[src/rtl/elevador_pkg.sv]
// Shared constants and helpers for the elevator call latch.
// Floor count, index width, default debounce length, direction codes.
package elevador_pkg;

    localparam int N_FLOORS       = 4;
    localparam int FLOOR_W        = 2;
    localparam int DEB_CYCLES_DEF = 500000;

    localparam logic UP   = 1'b1;
    localparam logic DOWN = 1'b0;

    typedef logic [FLOOR_W-1:0] floor_t;

    typedef struct packed {
        logic   found;
        floor_t floor;
    } pick_t;

    // Nearest pending floor strictly above (up=1) or below (up=0) cur.
    function automatic pick_t nearest(
        input logic [N_FLOORS-1:0] calls,
        input floor_t              cur,
        input logic                up
    );
        pick_t r;
        r = '0;
        if (up == UP) begin
            for (int i = N_FLOORS - 1; i >= 0; i--) begin
                if (calls[i] && (i > int'(cur))) begin
                    r.found = 1'b1;
                    r.floor = floor_t'(i);
                end
            end
        end else begin
            for (int i = 0; i < N_FLOORS; i++) begin
                if (calls[i] && (i < int'(cur))) begin
                    r.found = 1'b1;
                    r.floor = floor_t'(i);
                end
            end
        end
        return r;
    endfunction

endpackage

[src/rtl/elevador_debounce.sv]
// One call key: 2-flop synchronizer, debounce counter, press pulse.
// Counter is built only when ELEVADOR_DEBOUNCE_EN is defined.
module elevador_debounce
    import elevador_pkg::*;
#(
    parameter int DEB_CYCLES = DEB_CYCLES_DEF
) (
    input  logic clock,
    input  logic reset,
    input  logic key_n,
    output logic press
);

    logic s1;
    logic s2;
    logic down;
    logic down_q;

    if (DEB_CYCLES < 1) begin : g_bad_deb
        $error("DEB_CYCLES must be at least 1");
    end

    // Bring the asynchronous active-low key into the clock domain.
    always_ff @(posedge clock) begin
        if (reset) begin
            s1 <= 1'b1;
            s2 <= 1'b1;
        end else begin
            s1 <= key_n;
            s2 <= s1;
        end
    end

`ifdef ELEVADOR_DEBOUNCE_EN
    localparam int CW = (DEB_CYCLES > 1) ? $clog2(DEB_CYCLES) : 1;
    localparam logic [CW-1:0] LAST = CW'(DEB_CYCLES - 1);

    logic [CW-1:0] cnt;

    // Accept a level change only after it has been stable long enough.
    always_ff @(posedge clock) begin
        if (reset) begin
            cnt  <= '0;
            down <= 1'b0;
        end else if (~s2 == down) begin
            cnt <= '0;
        end else if (cnt == LAST) begin
            cnt  <= '0;
            down <= ~down;
        end else begin
            cnt <= cnt + 1'b1;
        end
    end
`else
    assign down = ~s2;
`endif

    // Remember the previous stable level for edge detection.
    always_ff @(posedge clock) begin
        if (reset) begin
            down_q <= 1'b0;
        end else begin
            down_q <= down;
        end
    end

    assign press = down & ~down_q;

endmodule

[src/rtl/elevador_chamadas.sv]
// Elevator call latch: debounced keys set pending calls, next target chosen.
// Build option ELEVADOR_DEBOUNCE_EN enables the per-key debounce counter.
module elevador_chamadas
    import elevador_pkg::*;
#(
    parameter int DEB_CYCLES = DEB_CYCLES_DEF,
    parameter int N_FLOORS   = elevador_pkg::N_FLOORS
) (
    input  logic                clock,
    input  logic                reset,
    input  logic [N_FLOORS-1:0] key_n,
    input  logic [FLOOR_W-1:0]  cur_floor,
    input  logic                dir_up,
    input  logic                door_open,
    input  logic                emerg,
    output logic [N_FLOORS-1:0] pending,
    output logic [FLOOR_W-1:0]  target_floor,
    output logic                target_valid
);

    logic [N_FLOORS-1:0] press;
    logic [N_FLOORS-1:0] clr;
    logic [N_FLOORS-1:0] pend_nxt;
    floor_t              tgt_nxt;
    logic                tgt_valid_nxt;
    pick_t               ahead;
    pick_t               behind;

    if (N_FLOORS != 4) begin : g_bad_floors
        $error("Only 4 floors are supported");
    end

    for (genvar g = 0; g < N_FLOORS; g++) begin : g_key
        elevador_debounce #(
            .DEB_CYCLES (DEB_CYCLES)
        ) u_deb (
            .clock (clock),
            .reset (reset),
            .key_n (key_n[g]),
            .press (press[g])
        );
    end

    // Set on press, clear on door open at that floor; clear dominates.
    always_comb begin
        clr = '0;
        if (door_open) begin
            clr[cur_floor] = 1'b1;
        end
        if (emerg) begin
            pend_nxt = '0;
        end else begin
            pend_nxt = (pending | press) & ~clr;
        end
    end

    // Pending call register.
    always_ff @(posedge clock) begin
        if (reset) begin
            pending <= '0;
        end else begin
            pending <= pend_nxt;
        end
    end

    // Choose here, then nearest ahead, then nearest behind.
    always_comb begin
        ahead         = nearest(pending, cur_floor, dir_up);
        behind        = nearest(pending, cur_floor, ~dir_up);
        tgt_nxt       = target_floor;
        tgt_valid_nxt = 1'b0;
        if (emerg) begin
            tgt_valid_nxt = 1'b0;
        end else if (pending[cur_floor] && !door_open) begin
            tgt_nxt       = cur_floor;
            tgt_valid_nxt = 1'b1;
        end else if (ahead.found) begin
            tgt_nxt       = ahead.floor;
            tgt_valid_nxt = 1'b1;
        end else if (behind.found) begin
            tgt_nxt       = behind.floor;
            tgt_valid_nxt = 1'b1;
        end
    end

    // Registered target; floor holds while nothing is pending.
    always_ff @(posedge clock) begin
        if (reset) begin
            target_floor <= '0;
            target_valid <= 1'b0;
        end else begin
            target_floor <= tgt_nxt;
            target_valid <= tgt_valid_nxt;
        end
    end

endmodule

[config.mk]
export PLATFORM = sky130hd
export DESIGN_NAME = elevador_chamadas
export DESIGN_NICKNAME = d
export VERILOG_FILES = /design/src/rtl/elevador_pkg.sv /design/src/rtl/elevador_debounce.sv /design/src/rtl/elevador_chamadas.sv
export SDC_FILE = /design/constraint.sdc
export NUM_CORES = 1
export LEC_CHECK = 0
export CELL_PAD_IN_SITES_DETAIL_PLACEMENT = 1
export CELL_PAD_IN_SITES_GLOBAL_PLACEMENT = 2
export CORE_MARGIN = 2
export CORE_UTILIZATION = 29
export DETAILED_ROUTE_END_ITERATION = 16
export GPL_ROUTABILITY_DRIVEN = 0
export GPL_TIMING_DRIVEN = 0
export PLACE_DENSITY = 0.81
export RECOVER_POWER = 100
export SLEW_MARGIN = 20
export SYNTH_ARGS = -nofsm -noshare
export SYNTH_HDL_FRONTEND = slang
export SYNTH_SLANG_ARGS = --single-unit
[constraint.sdc]
create_clock -name clock -period 2.05 [get_ports clock]
set_clock_uncertainty 0.05 [all_clocks]
set_input_delay 0.41 -clock clock [delete_from_list [all_inputs] [get_ports clock]]
set_output_delay 0.41 -clock clock [all_outputs]
set_load 0.01 [all_outputs]
==> results of run 1 <==
-- power breakdown --
part	total [mW]	internal (mW)	switching (mW)
Combinational	0.111	0.0571	0.0536
Clock	0.183	0.0727	0.111
Sequential	0.391	0.384	0.00709
Total	0.685	0.514	0.171
-- state kept, by name, summed over array words and instances (netlist names) --
register            flops
g_key.u_deb.down_q      4
g_key.u_deb.s1          4
g_key.u_deb.s2          4
pending                 4
target_floor            2
target_valid            1
-- logic make-up (layout without fill, tap and decap cells) --
| group | count (synthesis) | count (layout) |
|---|---|---|
| buffers and inverters | 9 | 30 |
| and+or+nand+nor | 45 | 45 |
| AOI/OAI and AO/OA | 23 | 23 |
| muxes | 2 | 2 |
| DFF | 19 | 19 |
-- layout by cell type (no fill, tap or decap), types with 2 or more instances in the layout --
cell | synthesis | layout
a211o_1 | 2 | 2
a21oi_1 | 2 | 2
and3_1 | 2 | 2
buf_4 | 1 | 2
clkbuf_4 | 0 | 3
clkdlybuf4s50_1 | 0 | 8
dfxtp_1 | 19 | 19
dlygate4sd3_1 | 0 | 8
inv_1 | 4 | 4
nand2_1 | 3 | 2
nand4_1 | 2 | 2
nor2_1 | 13 | 13
nor2b_1 | 4 | 4
nor3_1 | 5 | 5
o211ai_1 | 2 | 2
o21ai_0 | 3 | 3
o21ai_1 | 2 | 2
o221a_1 | 2 | 2
o32ai_1 | 2 | 2
or2_2 | 8 | 8
-- final timing paths --
| check | to | cells after the start |
|---|---|---|
| setup / recovery | target_floor[0] | 6 |
| hold / removal | g_key[2].u_deb.down_q | 1 |
| setup reg to reg | target_floor[0] | 4 |
| hold reg to reg | g_key[2].u_deb.down_q | 1 |
-- layout make-up --
class	instances	area (sq um)
Buffer	5	35.0
Clock buffer	3	22.5
Clock inverter	1	5.00
Fill cell	333	1700
Inverter	4	15.0
Multi-Input combinational cell	70	465
Sequential cell	19	380
Tap cell	31	38.8
Timing Repair Buffer	17	169
-- per-layer routing --
layer  share of wire  GRT usage  up-vias
met2            0.48      0.235       20
met4           0.022     0.0779        0
met5               0          0        -
met1            0.45      0.173      399
li1                -          -      395
met3           0.041     0.0218        6
-- metrics by stage --
stage / hold WS, ps / power [mW] / cells / cell area, sq um / TNS, ps
finish: 352 / 0.685 / 150 / 1130 / 0
detailed placement: 349 / 0.511 / 146 / 1090 / -759
floorplan: 339 / 0.459 / 98 / 881 / 0
global placement: 346 / 0.507 / 146 / 1090 / -771
CTS: 358 / 0.698 / 150 / 1130 / 0
global route: 386 / 0.724 / 150 / 1130 / 0
-- worst reg2reg max path, stage by stage (launching register included) --
cell and delay [ps]:
dfxtp_1 420, mux4_2 560, nand2_4 120, mux2_1 340, a311oi_2 260
==> results_dict.tcl, run 1 <==
set metrics [dict create \
    fmax_ghz 0.507 \
    synthCells 98 \
    relSlewSlack 0.711 \
    synth_top_area_share 0.432 \
    hold_viol 0 \
    areaGrowthSynthToFinish_pct 28.4 \
    synthSimpleGateAreaFrac 0.276 \
    hold_class "flip-flop to flip-flop" \
    clockBufferDepth 2 \
    worst_setup_path_end_kind "flip-flop" \
    fin_crit_sh 0.963 \
    ys_seq_area_frac 0.432 \
    cpPeakStageDelay_ps 480 \
    rows 19 \
    required_ps 2220 \
    grt_pass1_vias 860 \
    antenna_found_initial 0 \
    p_per_area_nw_per_um2 606 \
    async_flop_share 0 \
    hold_buffers 0 \
    setup.worst_path.start_class "input port" \
    synth.distinct_cells 38 \
    post-synth-top-count-cell "dfxtp_1" \
    reg2reg_slack_ps 220 \
    period_needed_ps 1970 \
    syn_nets 109 \
    drc 0 \
    start_util 0.311 \
    synth_ff_type "dfxtp_1" \
    synth_top_area_cell "dfxtp_1" \
    place_ws_ps -357 \
    crit_family "multiplexers" \
    grtUsageTotal 0.141 \
    route.detailed.wl_per_inst_microns 14.6 \
    crit_path_start "cur_floor[1]" \
    synth-compound-area-share 0.200 \
    max_cap_viol_count 0 \
    tritoncts "yes" \
    dr_total_vias 820 \
    synth-xor-area-share 0 \
    viasPerCell 5.47 \
    drt_pre_antenna_iters 4 \
    path_buf_inv 2 \
    die_w_microns 59.1 \
    antenna_cells 0 \
    hpwl_microns 1620 \
    grt_max_degree 12 \
    synth_top_family_by_area "simple AND/OR/NAND/NOR gates" \
    synth_seq_cells 19 \
    routed_wl_microns 2190 \
    synth_adder_area_share 0 \
    clock_sinks 19 \
    cts_resized 4 \
    gr-total-overflow 0 \
    worstSkewPairLatency_ps 300 \
    synth_edf_count 0 \
    hp-start "g_key[2].u_deb.s2" \
    grt_first_pass_wirelength_microns 3750 \
    worstMarginPinSlew_ps 434 \
    synthMuxAreaShare 0.0384 \
    setup_slack_ps 76.6 \
    drive_above_1_share 0.185 \
    setup_viol 0 \
    synth_commonest_cells "19 x dfxtp_1, 13 x nor2_1, 8 x or2_2" \
    crit_chain "clkdlybuf4s50_1 > buf_4 > mux4_2 > nand2_4 > mux2_1 > a311oi_2" \
    drv_slew 0 \
    crit_path_max_fanout 10 \
    die_area_sq_um 3490 \
    yosys_warnings 0 \
    io_pins 18 \
    design.core.area_sq_um 2830 \
    ctsRootBufferMaster "clkbuf_4" \
    netlist_area_sq_um 881 \
    nets 131 \
    io_buffers 17 \
    outcome "completed" \
    critPathSlowestCell "clkdlybuf4s50_1" \
    cellLeakagePower_nw 0.464 \
    rsz0062_at_grt "no" \
    critPathKind "input port to flip-flop" \
    post_cts_buffers 0 \
    clk_pin_slew_ps 110 \
    yosys-top-cells-area "dfxtp_1 43%, or2_2 5.7%, nor2_1 5.5%" \
    final_core_util 0.400 \
    peakVddDrop_v 0.000341 \
    h-tree-depth 1 \
    avgSynthCellArea_sq_um 8.99 \
    arrival_ps 2140 \
    die_y_microns 59.1 \
    postRouteAntennaNets 0 \
    reg2reg_from "pending[3]" \
    cts-buffers-inserted 3 \
    drt_iter0_drc 41 \
]
Note: power is estimated with default switching activity, not from simulation.
==> run 2, diff against run 1 <==
--- a/config.mk
+++ b/config.mk
@@ -5,6 +5,7 @@
 export SDC_FILE = /design/constraint.sdc
 export NUM_CORES = 1
 export LEC_CHECK = 0
+export CAP_MARGIN = 20
 export CELL_PAD_IN_SITES_DETAIL_PLACEMENT = 1
 export CELL_PAD_IN_SITES_GLOBAL_PLACEMENT = 2
 export CORE_MARGIN = 2
@@ -12,6 +13,7 @@
 export DETAILED_ROUTE_END_ITERATION = 16
 export GPL_ROUTABILITY_DRIVEN = 0
 export GPL_TIMING_DRIVEN = 0
+export MAX_ROUTING_LAYER = met4
 export PLACE_DENSITY = 0.81
 export RECOVER_POWER = 100
 export SLEW_MARGIN = 20
==> run 2 against run 1 <==
Count of clock-buffer cells in the layout is the same. Cell count is the same. Global-route usage grew 0.42 points. Maximum frequency is essentially flat. Critical path type unchanged. Largest power group unchanged.
==> results_dict.tcl, run 2 (synthesis results as in run 1) <==
set metrics [dict create \
    postRouteAntennaNets 0 \
    grt_first_pass_wirelength_microns 3750 \
    rows 19 \
    clockBufferDepth 2 \
    peakVddDrop_v 0.000341 \
    hold_buffers 0 \
    drive_above_1_share 0.185 \
    period_needed_ps 1970 \
    dp.cells 146 \
    drv_slew 0 \
    post_dp_cell_area_sq_um 1090 \
    total_power_mw 0.685 \
    outcome "completed" \
    final_area_sq_um 1130 \
    areaGrowthSynthToFinish_pct 28.4 \
    grt_max_degree 12 \
    p_per_area_nw_per_um2 606 \
    routed_wl_microns 2190 \
    hp-start "g_key[2].u_deb.s2" \
    io_buffers 17 \
    die_y_microns 59.1 \
    tritoncts "yes" \
    design.core.area_sq_um 2830 \
    die_w_microns 59.1 \
    cellLeakagePower_nw 0.464 \
    setup.worst_path.start_class "input port" \
    final_common_cell "dfxtp_1" \
    clk_pin_slew_ps 110 \
    layout_common_cells "19 x dfxtp_1, 13 x nor2_1, 8 x or2_2, 8 x dlygate4sd3_1, 8 x clkdlybuf4s50_1" \
    final_core_util 0.400 \
    critPathKind "input port to flip-flop" \
    die_area_sq_um 3490 \
    io_pins 18 \
    ctsRootBufferMaster "clkbuf_4" \
    drt_pre_antenna_iters 4 \
    clock_sinks 19 \
    crit_path_max_fanout 10 \
    hpwl_microns 1620 \
    grt_pass1_vias 860 \
    route.detailed.wl_per_inst_microns 14.6 \
    hold_viol 0 \
    worstMarginPinSlew_ps 442 \
    antenna_found_initial 0 \
    fmax_ghz 0.507 \
    hold_class "flip-flop to flip-flop" \
    h-tree-depth 1 \
    arrival_ps 2140 \
    reg2reg_from "pending[3]" \
    gr-total-overflow 0 \
    setup_viol 0 \
    holdPathStages 1 \
    worst_setup_path_end_kind "flip-flop" \
    viasPerCell 5.47 \
    r2r-end "target_floor[0]" \
    reg2reg_slack_ps 220 \
    fin_crit_sh 0.963 \
    drc 0 \
    required_ps 2220 \
    drt_iter0_drc 41 \
    grtUsageTotal 0.145 \
    max_cap_viol_count 0 \
    rsz0062_at_grt "no" \
    r2r_cells 4 \
    dr_total_vias 821 \
    nets 131 \
    antenna_cells 0 \
    timing.hold.ws_ps 355 \
    worstSkewPairLatency_ps 300 \
    final_cells 150 \
    cts-buffers-inserted 3 \
    start_util 0.311 \
    relSlewSlack 0.705 \
    hold_end "g_key[2].u_deb.down_q" \
]
==> run 2: cell counts in the layout (fill, tap and decap cells not counted) <==
Identical to the previous run, type by type.
==> run 2: through the flow <==
stage | worst slack [ps] | TNS [ps]
6_report | 75.7 | 0
3_5_place_dp | -357 | -759
2_1_floorplan | 286 | 0
4_1_cts | 28.2 | 0
3_3_place_gp | -381 | -771
5_1_grt | 4.93 | 0
==> run 2: how the worst max path moves through the flow <==
stage / to / slack (ps) / cells after the start / start
CTS: target_floor[0] / 30 / 6 / cur_floor[1]
finish: target_floor[0] / 80 / 6 / cur_floor[1]
global placement: target_floor[0] / -380 / 5 / cur_floor[0]
global route: target_floor[0] / 5 / 6 / cur_floor[1]
detailed placement: target_floor[0] / -360 / 5 / cur_floor[0]
floorplan: target_floor[0] / 290 / 5 / pending[1]
==> run 2: layer usage <==
layer	GRT usage	vias up	part of all wire
li1	-	395	-
met1	0.173	400	0.45
met2	0.235	20	0.48
met3	0.0218	6	0.040
met4	0.0779	0	0.021
met5	-	-	0
==> run 2: worst max-delay path, cell delays in order <==
cell	delay, ps
clkdlybuf4s50_1	480
buf_4	170
mux4_2	360
nand2_4	120
mux2_1	340
a311oi_2	260
==> run 2: layout make-up <==
cell class                      instances  area (sq um)
Clock buffer                            3          22.5
Sequential cell                        19           380
Tap cell                               31          38.8
Clock inverter                          1          5.00
Inverter                                4          15.0
Fill cell                             333          1700
Buffer                                  5          35.0
Multi-Input combinational cell         70           465
Timing Repair Buffer                   17           169
==> run 2: power by group <==
group | total, mW | switching [mW] | internal [mW] | leakage, nW
combinational | 0.111 | 0.0537 | 0.0571 | 0.290
sequential | 0.391 | 0.00710 | 0.384 | 0.156
clock | 0.183 | 0.110 | 0.0727 | 0.0177
==> run 2: timing repair <==
action                                  4_1_cts  5_1_grt
gates resized for setup                       4        2
endpoints found under the hold margin         0        0
setup buffers                                 0        0
endpoints found under the setup margin        2        2
==> run 3, diff against run 2 <==
--- a/config.mk
+++ b/config.mk
@@ -9,13 +9,15 @@
 export CELL_PAD_IN_SITES_DETAIL_PLACEMENT = 1
 export CELL_PAD_IN_SITES_GLOBAL_PLACEMENT = 2
 export CORE_MARGIN = 2
-export CORE_UTILIZATION = 29
+export CORE_UTILIZATION = 26
 export DETAILED_ROUTE_END_ITERATION = 16
 export GPL_ROUTABILITY_DRIVEN = 0
 export GPL_TIMING_DRIVEN = 0
 export MAX_ROUTING_LAYER = met4
-export PLACE_DENSITY = 0.81
+export PLACE_DENSITY = 0.77
 export RECOVER_POWER = 100
+export REMOVE_ABC_BUFFERS = 1
+export SKIP_LAST_GASP = 1
 export SLEW_MARGIN = 20
 export SYNTH_ARGS = -nofsm -noshare
 export SYNTH_HDL_FRONTEND = slang
==> constraint.sdc (replaced) <==
create_clock -name clock -period 1.6 [get_ports clock]
set_clock_uncertainty 0.05 [all_clocks]
set_input_delay 0.32 -clock clock [delete_from_list [all_inputs] [get_ports clock]]
set_output_delay 0.32 -clock clock [all_outputs]
set_load 0.01 [all_outputs]
==> run 3 against run 2 <==
The run now ends with negative setup slack left. Largest power group unchanged. Non-clock buffer count stayed put. Via count shrank 2.1%. Critical path depth is 2 lower. Core utilization fell by 4.7 points.
==> results_dict.tcl, run 3 (synthesis results as in run 1) <==
set metrics [dict create \
    setup.worst_path.start_class "flip-flop" \
    antenna_found_initial 0 \
    worstMarginPinSlew_ps 528 \
    r2r_cells 4 \
    clk_pin_slew_ps 100 \
    hold_class "input port to flip-flop" \
    grt_pass1_vias 846 \
    grtUsageTotal 0.126 \
    die_y_microns 62.2 \
    arrival_ps 1840 \
    clock_sinks 19 \
    place_ws_ps -1060 \
    fin_crit_sh 1.06 \
    period_needed_ps 1690 \
    h-tree-depth 1 \
    rsz0062_at_grt "yes" \
    final_common_cell "dfxtp_1" \
    tns_ps -162 \
    route.detailed.wl_per_inst_microns 13.2 \
    cts-buffers-inserted 3 \
    areaGrowthSynthToFinish_pct 31.7 \
    drt_pre_antenna_iters 5 \
    critPathKind "flip-flop to flip-flop" \
    relSlewSlack 0.647 \
    viasPerCell 4.87 \
    design.core.area_sq_um 3280 \
    post_dp_cell_area_sq_um 1080 \
    outcome "finished with violations" \
    nets 131 \
    grt_first_pass_wirelength_microns 3840 \
    io_pins 18 \
    io_buffers 17 \
    postRouteAntennaNets 0 \
    hpwl_microns 1560 \
    gr-total-overflow 0 \
    multiInputGateArea_sq_um 474 \
    dr_total_vias 804 \
    rows 21 \
    routed_wl_microns 2180 \
    fmax_ghz 0.592 \
    setup_slack_ps -89.3 \
    final_cells 165 \
    start_util 0.268 \
    grt_max_degree 21 \
    drive_above_1_share 0.261 \
    max_cap_viol_count 0 \
    failed_checks "negative setup slack" \
    peakVddDrop_v 0.000401 \
    final_area_sq_um 1160 \
    tritoncts "yes" \
    worst_setup_path_end_kind "flip-flop" \
    final_core_util 0.353 \
    total_power_mw 0.864 \
    antenna_cells 0 \
    fillers 396 \
    drc 0 \
    drt_iter0_drc 35 \
    holdPathStages 2 \
    dp.cells 156 \
    worstSkewPairLatency_ps 290 \
    die_w_microns 62.2 \
    crit_path_max_fanout 5 \
    ctsRootBufferMaster "clkbuf_4" \
    layout_common_cells "15 x dfxtp_1, 12 x nor2_1, 9 x clkdlybuf4s50_1" \
    drv_slew 0 \
    setup_viol 2 \
    seq_area_sq_um 395 \
    p_per_area_nw_per_um2 745 \
    cellLeakagePower_nw 0.475 \
    die_area_sq_um 3870 \
    hold_viol 0 \
    required_ps 1760 \
    timing.hold.ws_ps 358 \
    clockBufferDepth 2 \
]
-- run 3: cell count changes in the layout (fill, tap and decap cells not counted), moves of 2 or more --
cell           change
dfxtp_4            +4
dlygate4sd2_1      +4
o21ai_1            +2
dfxtp_1            -4
dlygate4sd3_1      -8
buf_4              +3
o21ai_0            -2
-- run 3: final cells by class --
type / instances / share of cell area
Multi-Input combinational cell: 70 / 0.409
Tap cell: 46 / 0.0496
Sequential cell: 19 / 0.341
Clock buffer: 4 / 0.0227
Timing Repair Buffer: 22 / 0.165
Inverter: 4 / 0.0129
-- run 3: routing by layer --
metal | GRT usage | up-vias | wire length (microns)
met4 | 0.0444 | 0 | 10
met2 | 0.221 | 14 | 1140
met5 | - | - | 0
met1 | 0.144 | 397 | 954
li1 | - | 391 | -
met3 | 0.0217 | 2 | 78
-- run 3: timing repair --
action / 4_1_cts / 5_1_grt
pin swaps: 4 / 0
gates resized for setup: 29 / 3
hold buffers: 0 / 0
setup endpoints to repair: 7 / 3
buffers inserted: 5 / 0
-- run 3: path summary, 6_finish.rpt --
| kind | startpoint | end | slack, ps |
|---|---|---|---|
| worst min-delay path | cur_floor[0] | pending[3] | 360 |
| worst max-delay path | pending[3] | target_floor[0] | -90 |
| worst min register to register | g_key[0].u_deb.s2 | g_key[0].u_deb.down_q | 360 |
| worst max register to register | pending[3] | target_floor[0] | -90 |
-- run 3: power by group --
part	switching, mW	internal [mW]
combinational	0.0666	0.0696
sequential	0.00960	0.487
clock	0.135	0.0968
-- run 3: worst max-delay path, cell delays in order, from the launching register on --
cell and delay [ps]:
dfxtp_4 380, mux4_2 520, nand2_4 100, mux2_4 300
a311oi_2 250
